[config.mk]
export PLATFORM = sky130hd
export DESIGN_NAME = gbox_lock_ctrl
export DESIGN_NICKNAME = d
export VERILOG_FILES = /design/src/rtl/gbox_lock_ctrl.sv
export SDC_FILE = /design/constraint.sdc
export NUM_CORES = 1
export LEC_CHECK = 0
export ABC_AREA = 1
export BUFFER_PORTS_ARGS = -buffer_cell sky130_fd_sc_hd__clkbuf_2
export CAP_MARGIN = 20
export CORE_MARGIN = 2
export CORE_UTILIZATION = 35
export DETAILED_ROUTE_END_ITERATION = 6
export PLACE_DENSITY = 0.6
export SYNTH_ARGS = -nofsm -noshare
export SYNTH_HDL_FRONTEND = slang
export SYNTH_SLANG_ARGS = --single-unit
[constraint.sdc]
create_clock -name clk_i -period 4.5 [get_ports clk_i]
set_input_delay 0.675 -clock clk_i [delete_from_list [all_inputs] [get_ports clk_i]]
set_output_delay 0.675 -clock clk_i [all_outputs]
set_load 0.01 [all_outputs]
[src/rtl/gbox_lock_ctrl.sv]
// gbox_lock_ctrl: restarts the header-seeker tree, qualifies its result over frames, and holds/supervises the lock.
module gbox_lock_ctrl #(
  parameter int LOCK_CNT   = 16,
  parameter int UNLOCK_CNT = 8,
  parameter int TIMEOUT    = 1023,
  parameter int RST_CYC    = 4,
  parameter int MAX_POS    = 65
) (
  input  logic       clk_i,
  input  logic       rst_ni,
  input  logic       buffer_dv,
  input  logic       seek_synced_i,
  input  logic [6:0] seek_pos_i,
  input  logic       header_ok_i,
  output logic       seek_rst_o,
  output logic       locked_o,
  output logic [6:0] lock_pos_o,
  output logic [1:0] state_o,
  output logic [7:0] relock_cnt_o
);
  typedef enum logic [1:0] {RESET_SEEK = 2'd0, SEARCH = 2'd1, CONFIRM = 2'd2, LOCKED = 2'd3} state_t;
  localparam int CW = $clog2(LOCK_CNT + 1);
  localparam int BW = $clog2(UNLOCK_CNT + 1);
  localparam int TW = $clog2(TIMEOUT + 1);
  localparam int RW = $clog2(RST_CYC + 1);
  localparam logic [CW-1:0] LC_LIM = CW'(LOCK_CNT);
  localparam logic [BW-1:0] UL_LIM = BW'(UNLOCK_CNT);
  localparam logic [TW-1:0] TO_LIM = TW'(TIMEOUT);
  localparam logic [RW-1:0] RC_END = RW'(RST_CYC - 1);
  state_t state, state_n;
  logic [6:0] cand_pos, cand_pos_n, lock_pos_n;
  logic [CW-1:0] conf_cnt, conf_cnt_n, conf_inc;
  logic [BW-1:0] bad_cnt, bad_cnt_n, bad_inc;
  logic [TW-1:0] to_cnt, to_cnt_n, to_inc;
  logic [RW-1:0] rst_cnt, rst_cnt_n;
  logic [7:0] relock_n;
  logic seek_rst_n, locked_n, qual, same, acq, bad_frame;
  // a position beyond MAX_POS is an artefact of the seeker, never a real sync
  assign qual      = buffer_dv & seek_synced_i & (seek_pos_i <= 7'(MAX_POS));
  assign same      = seek_pos_i == cand_pos;
  assign acq       = buffer_dv & ((state == SEARCH) | (state == CONFIRM));
  assign bad_frame = buffer_dv & ~header_ok_i & (state == LOCKED);
  assign conf_inc  = conf_cnt + CW'(1);
  assign bad_inc   = bad_cnt + BW'(1);
  assign to_inc    = to_cnt + TW'(1);
  assign state_o   = state;
  always_ff @(posedge clk_i) begin
    if (!rst_ni) state <= RESET_SEEK;
    else state <= state_n;
  end
  always_comb begin
    state_n = state;
    unique case (state)
      RESET_SEEK: state_n = (rst_cnt == RC_END) ? SEARCH : RESET_SEEK;
      SEARCH:     state_n = !buffer_dv ? SEARCH
                          : qual ? ((LOCK_CNT == 1) ? LOCKED : CONFIRM)
                          : (to_inc == TO_LIM) ? RESET_SEEK : SEARCH;
      CONFIRM:    state_n = !buffer_dv ? CONFIRM
                          : !qual ? SEARCH
                          : (same && conf_inc == LC_LIM) ? LOCKED : CONFIRM;
      LOCKED:     state_n = (bad_frame && bad_inc == UL_LIM) ? RESET_SEEK : LOCKED;
      default:    state_n = RESET_SEEK;
    endcase
  end
  always_comb begin
    rst_cnt_n  = (state == RESET_SEEK) ? rst_cnt + RW'(1) : '0;
    to_cnt_n   = (state != SEARCH) ? '0 : (buffer_dv & ~qual) ? to_inc : to_cnt;
    conf_cnt_n = (state == RESET_SEEK) ? '0
               : (acq & qual) ? (((state == CONFIRM) & same) ? conf_inc : CW'(1)) : conf_cnt;
    cand_pos_n = (acq & qual & ~((state == CONFIRM) & same)) ? seek_pos_i : cand_pos;
    bad_cnt_n  = (state == RESET_SEEK) ? '0
               : (buffer_dv & (state == LOCKED)) ? (header_ok_i ? '0 : bad_inc) : bad_cnt;
    lock_pos_n = (state_n == LOCKED && state != LOCKED) ? ((state == SEARCH) ? seek_pos_i : cand_pos) : lock_pos_o;
    relock_n   = (state == LOCKED && state_n == RESET_SEEK && relock_cnt_o != 8'hFF) ? relock_cnt_o + 8'd1 : relock_cnt_o;
    seek_rst_n = state_n == RESET_SEEK;
    locked_n   = state_n == LOCKED;
  end
  always_ff @(posedge clk_i) begin
    if (!rst_ni) begin
      rst_cnt      <= '0;
      to_cnt       <= '0;
      conf_cnt     <= '0;
      bad_cnt      <= '0;
      cand_pos     <= '0;
      lock_pos_o   <= '0;
      relock_cnt_o <= '0;
      seek_rst_o   <= 1'b1;
      locked_o     <= 1'b0;
    end else begin
      rst_cnt      <= rst_cnt_n;
      to_cnt       <= to_cnt_n;
      conf_cnt     <= conf_cnt_n;
      bad_cnt      <= bad_cnt_n;
      cand_pos     <= cand_pos_n;
      lock_pos_o   <= lock_pos_n;
      relock_cnt_o <= relock_n;
      seek_rst_o   <= seek_rst_n;
      locked_o     <= locked_n;
    end
  end
endmodule
==> run summary <==
The flow ran to the end, and the final reports show no timing, DRC or antenna violations. The HPWL after detailed placement is approximately 4200 µm. The net switching power came out at slightly below 200 µW. Of the total power, registers draw 0.563. Setup repair after global routing left no endpoint under its margin. Clock-pin slew was measured on the worst setup and hold paths at 90 ps. Of all nets on the critical path, the largest fanout is 9. The net total in the final layout came out at about 430. The routed design could run at a clock period as short as ~2200 ps. The final cell count without fillers is 500. TritonCTS built the clock tree. The setup path with the least slack is of type reg2reg. The number of clock buffers inserted by TritonCTS came out at 5.

The proportion of register bits with asynchronous set or reset after synthesis is 0. The placer congestion estimate is 0.8288. The combinational power share came out at 0.085. The source-to-sink clock delay at the later pin of the worst-skew pair came out at 300 ps. The number of enable-type register cells in the synthesized netlist came out at 0.

The initial DRC count is 127. By area the synthesized netlist is led by dfxtp_1, nand2_1, ha_1. The post-route clock period utilization came out at 0.4872.

The number of antenna violations at the first check in global routing came out at 0. Setup violations remaining at the end of the flow were counted as 0. The via count of the first global-routing pass is 2,097. The relative area change from synthesis to final layout came out at 12.73%. The clock passes through at most 2 buffers. The width of the die is ~90 µm. The sequential cell area fraction in the yosys report came out at 0.3691. The standby leakage power is around 0.0013 µW. In the synthesized netlist, the number of instances is 370. Summed over all failing endpoints, the final setup total negative slack is 0 ps.

The internal cell power came out at 578.3 µW. The flop and latch count out of synthesis came out at 48. The number of clock sinks came out at 48. The boundary pin count came out at 31. Hold repair after CTS inserted 0 buffers. The detailed-route wire length is 5537 µm. The initialized floorplan defines 31 standard-cell rows. Of the total power, the clock network draws 0.352. The ratio of cells with drive above 1 in the final layout came out at 0.1322. In the post-synthesis netlist, the cell with the most instances is nand2_1. The maximum level of the CTS H-tree is 2. In the global route stage, overall resource usage came out at 0.1387. The core outline area came out at 0.007214 mm². The required time at the worst-slack endpoint is 4740 ps.

Of all cell types, the one taking the most synthesized area is dfxtp_1. The hold-critical path depth came out at 1. The cell area after technology mapping is 0.002604 mm². STA classifies the critical path endpoint as a flip-flop. In this run the post-CTS setup repair buffer count came out at 0. The slowest cell on the critical path is dfxtp_1. The initial utilization of the core area, before any placement, comes to 0.3609.

The switching portion of total power is 0.2516. For this run, the leading register cell type out of synthesis is dfxtp_1. For the worst flop-to-flop path, the logic depth is 12.

In this run the most critical hold path is launched from rst_cnt[0]. The power density normalized to cell area came out at 263.3 mW/mm². The final hold slack came out at 426.9 ps.

The total count of hold-check failures in the final report came out at 0. The number of remaining DRC errors came out at 0. The die covers 0.008145 mm². The worst hold path terminates at rst_cnt[0].

Summed over all layers, the global routing overflow is 0. After detailed routing, the average wire length per cell comes to 11.07 µm. After detailed placement, the design holds a cell count of 492. The area fraction of the dominant cell type after synthesis is 0.3691. In the synthesized netlist, the cells that appear most often are nand2_1, dfxtp_1, inv_1. The first detailed-routing pass took 4 iterations. The maximum clock skew at final layout came out at between 7 and 8 ps. The max-cap violation count came out at 0.

A synthesized cell averages 7.037 µm². The first-pass GRT wire length came out at 9473 µm. Port buffering added 30 buffers. The dominant cell type by count on the critical path is nand2_1. The Yosys step of the flow raised 0 warnings. The via count normalized by instance count came out at 4.680. The worst setup path is launched from a flip-flop.

The largest net degree at the start of global routing came out at 17. In this run the critical register-to-register path is captured at relock_cnt_o[0]. The total power of the final layout came out at slightly below 800 µW. The synthesized netlist net count is 395.

The achievable clock frequency came out at 456.1 MHz. The register-to-register setup slack is 2310 ps. 0 antenna diodes ended up in the layout. In this run the critical register-to-register path is launched from state_o[0]. The die span in y is 90.25 µm. The path class of the lowest-slack min-delay path is reg2reg. The post-detailed-route count of antenna-violating nets is 0. The final cell utilization of the core came out at 0.4069. The highest ir drop seen on vdd came out at 0.0001183 V. The post-cts sizing count is 0. In this run the tightest slew margin relative to its limit is 0.6486. Summing over every cut layer, the via total after detailed routing is 2,340. For this run, the slowest stage of the critical path takes 420 ps. The cell sitting at the root of the clock tree is a clkbuf_8. The number of inserted filler cells in the final layout came out at 785. Traced cell by cell, the critical path runs through ha_1 -> nand2_2 -> or2_4 -> nor2_4 -> nand2_1 -> nand2_1 -> nand3_2 -> a21boi_4 -> nand3_4 -> nand2_1 -> nand2_1 -> nor2_1. Data arrives at the worst endpoint at 2440 ps. The max-slew violation count came out at 0. The slew at the pin closest to its max-slew limit is 527.1 ps. The netlist uses 33 different library cells.
[cell families after synthesis]
family                     after synthesis  share of synthesized area
DFF                                     48                     0.3691
xor gates and xnor gates                10                    0.03364
and+or+nand+nor                        168                     0.2811
adders and majority gates               13                    0.06247
muxes                                    3                    0.01153
AOI/OAI and AO/OA                       71                     0.1562
buffers and inverters                   57                    0.08601
[critical path: cells and delay by family (launching register included)]
kind	cells	cell delay [ps]
AND/OR/NAND/NOR	10	1140
AO/OA/AOI/OAI	1	290
adder cells (fa/ha/maj)	1	300
flip-flops	1	420
[cells in the final DEF, fill, tap and decap left out, drive strengths merged]
cell | synthesis | routed
o21ai | 23 | 23
a21oi | 33 | 33
inv | 48 | 48
nand3b | 2 | 2
dfxtp | 48 | 48
xor2 | 8 | 8
nor2 | 37 | 37
ha | 13 | 13
a21boi | 1 | 1
clkinvlp | 0 | 1
clkbuf | 4 | 37
a31oi | 2 | 2
nand2 | 99 | 99
or2 | 2 | 2
xnor2 | 2 | 2
nand4 | 9 | 9
clkinv | 2 | 2
a311oi | 1 | 1
a211oi | 3 | 3
nor3b | 1 | 1
mux2i | 3 | 3
nand3 | 18 | 18
o21bai | 8 | 8
[metal layers]
layer	GRT usage	routed length [µm]
met1	0.1910	2846
met2	0.2249	2394
met3	0.02838	243
met4	0.03077	53
met5	0	0
[area by class of cell]
class	instances	area [µm²]	area share
Clock buffer	7	86.33	0.02941
Clock inverter	1	7.507	0.002558
Inverter	50	187.7	0.06394
Multi-Input combinational cell	265	1419	0.4834
Sequential cell	48	960.9	0.3274
Tap cell	99	123.9	0.04220
Timing Repair Buffer	30	150.1	0.05115
[registers in the layout, summed over array words and instances, names as in the netlist]
| name | cells |
|---|---|
| bad_cnt | 4 |
| cand_pos | 7 |
| conf_cnt | 5 |
| lock_pos_o | 7 |
| locked_o | 1 |
| relock_cnt_o | 8 |
| rst_cnt | 3 |
| seek_rst_o | 1 |
| state_o | 2 |
| to_cnt | 10 |
[worst max-delay path by stage]
stage                   from              end  slack, ps
2_1_floorplan     state_o[0]    lock_pos_o[3]       2520
3_3_place_gp   seek_pos_i[4]      conf_cnt[2]       2100
3_5_place_dp   seek_pos_i[1]    lock_pos_o[2]       2100
4_1_cts           state_o[0]  relock_cnt_o[0]       2310
5_1_grt           state_o[0]  relock_cnt_o[0]       2090
6_report          state_o[0]  relock_cnt_o[0]       2310
[stage by stage]
stage,worst slack (ps),instance area [µm²]
after CTS,2307,2935
final,2308,2935
after detailed placement,2096,2841
after global placement,2096,2841
after global routing,2085,2935
after floorplan,2518,2604
[power groups by stage]
stage / registers, µW / logic, µW / clock network [µW]
3_3_place_gp: 445 / 64.4 / 0
2_1_floorplan: 445 / 44.3 / 0
4_1_cts: 435 / 66.2 / 283
5_1_grt: 436 / 74.5 / 300
3_5_place_dp: 445 / 65.6 / 0
6_report: 435 / 65.5 / 272
Note: power is estimated with default switching activity, not from simulation.
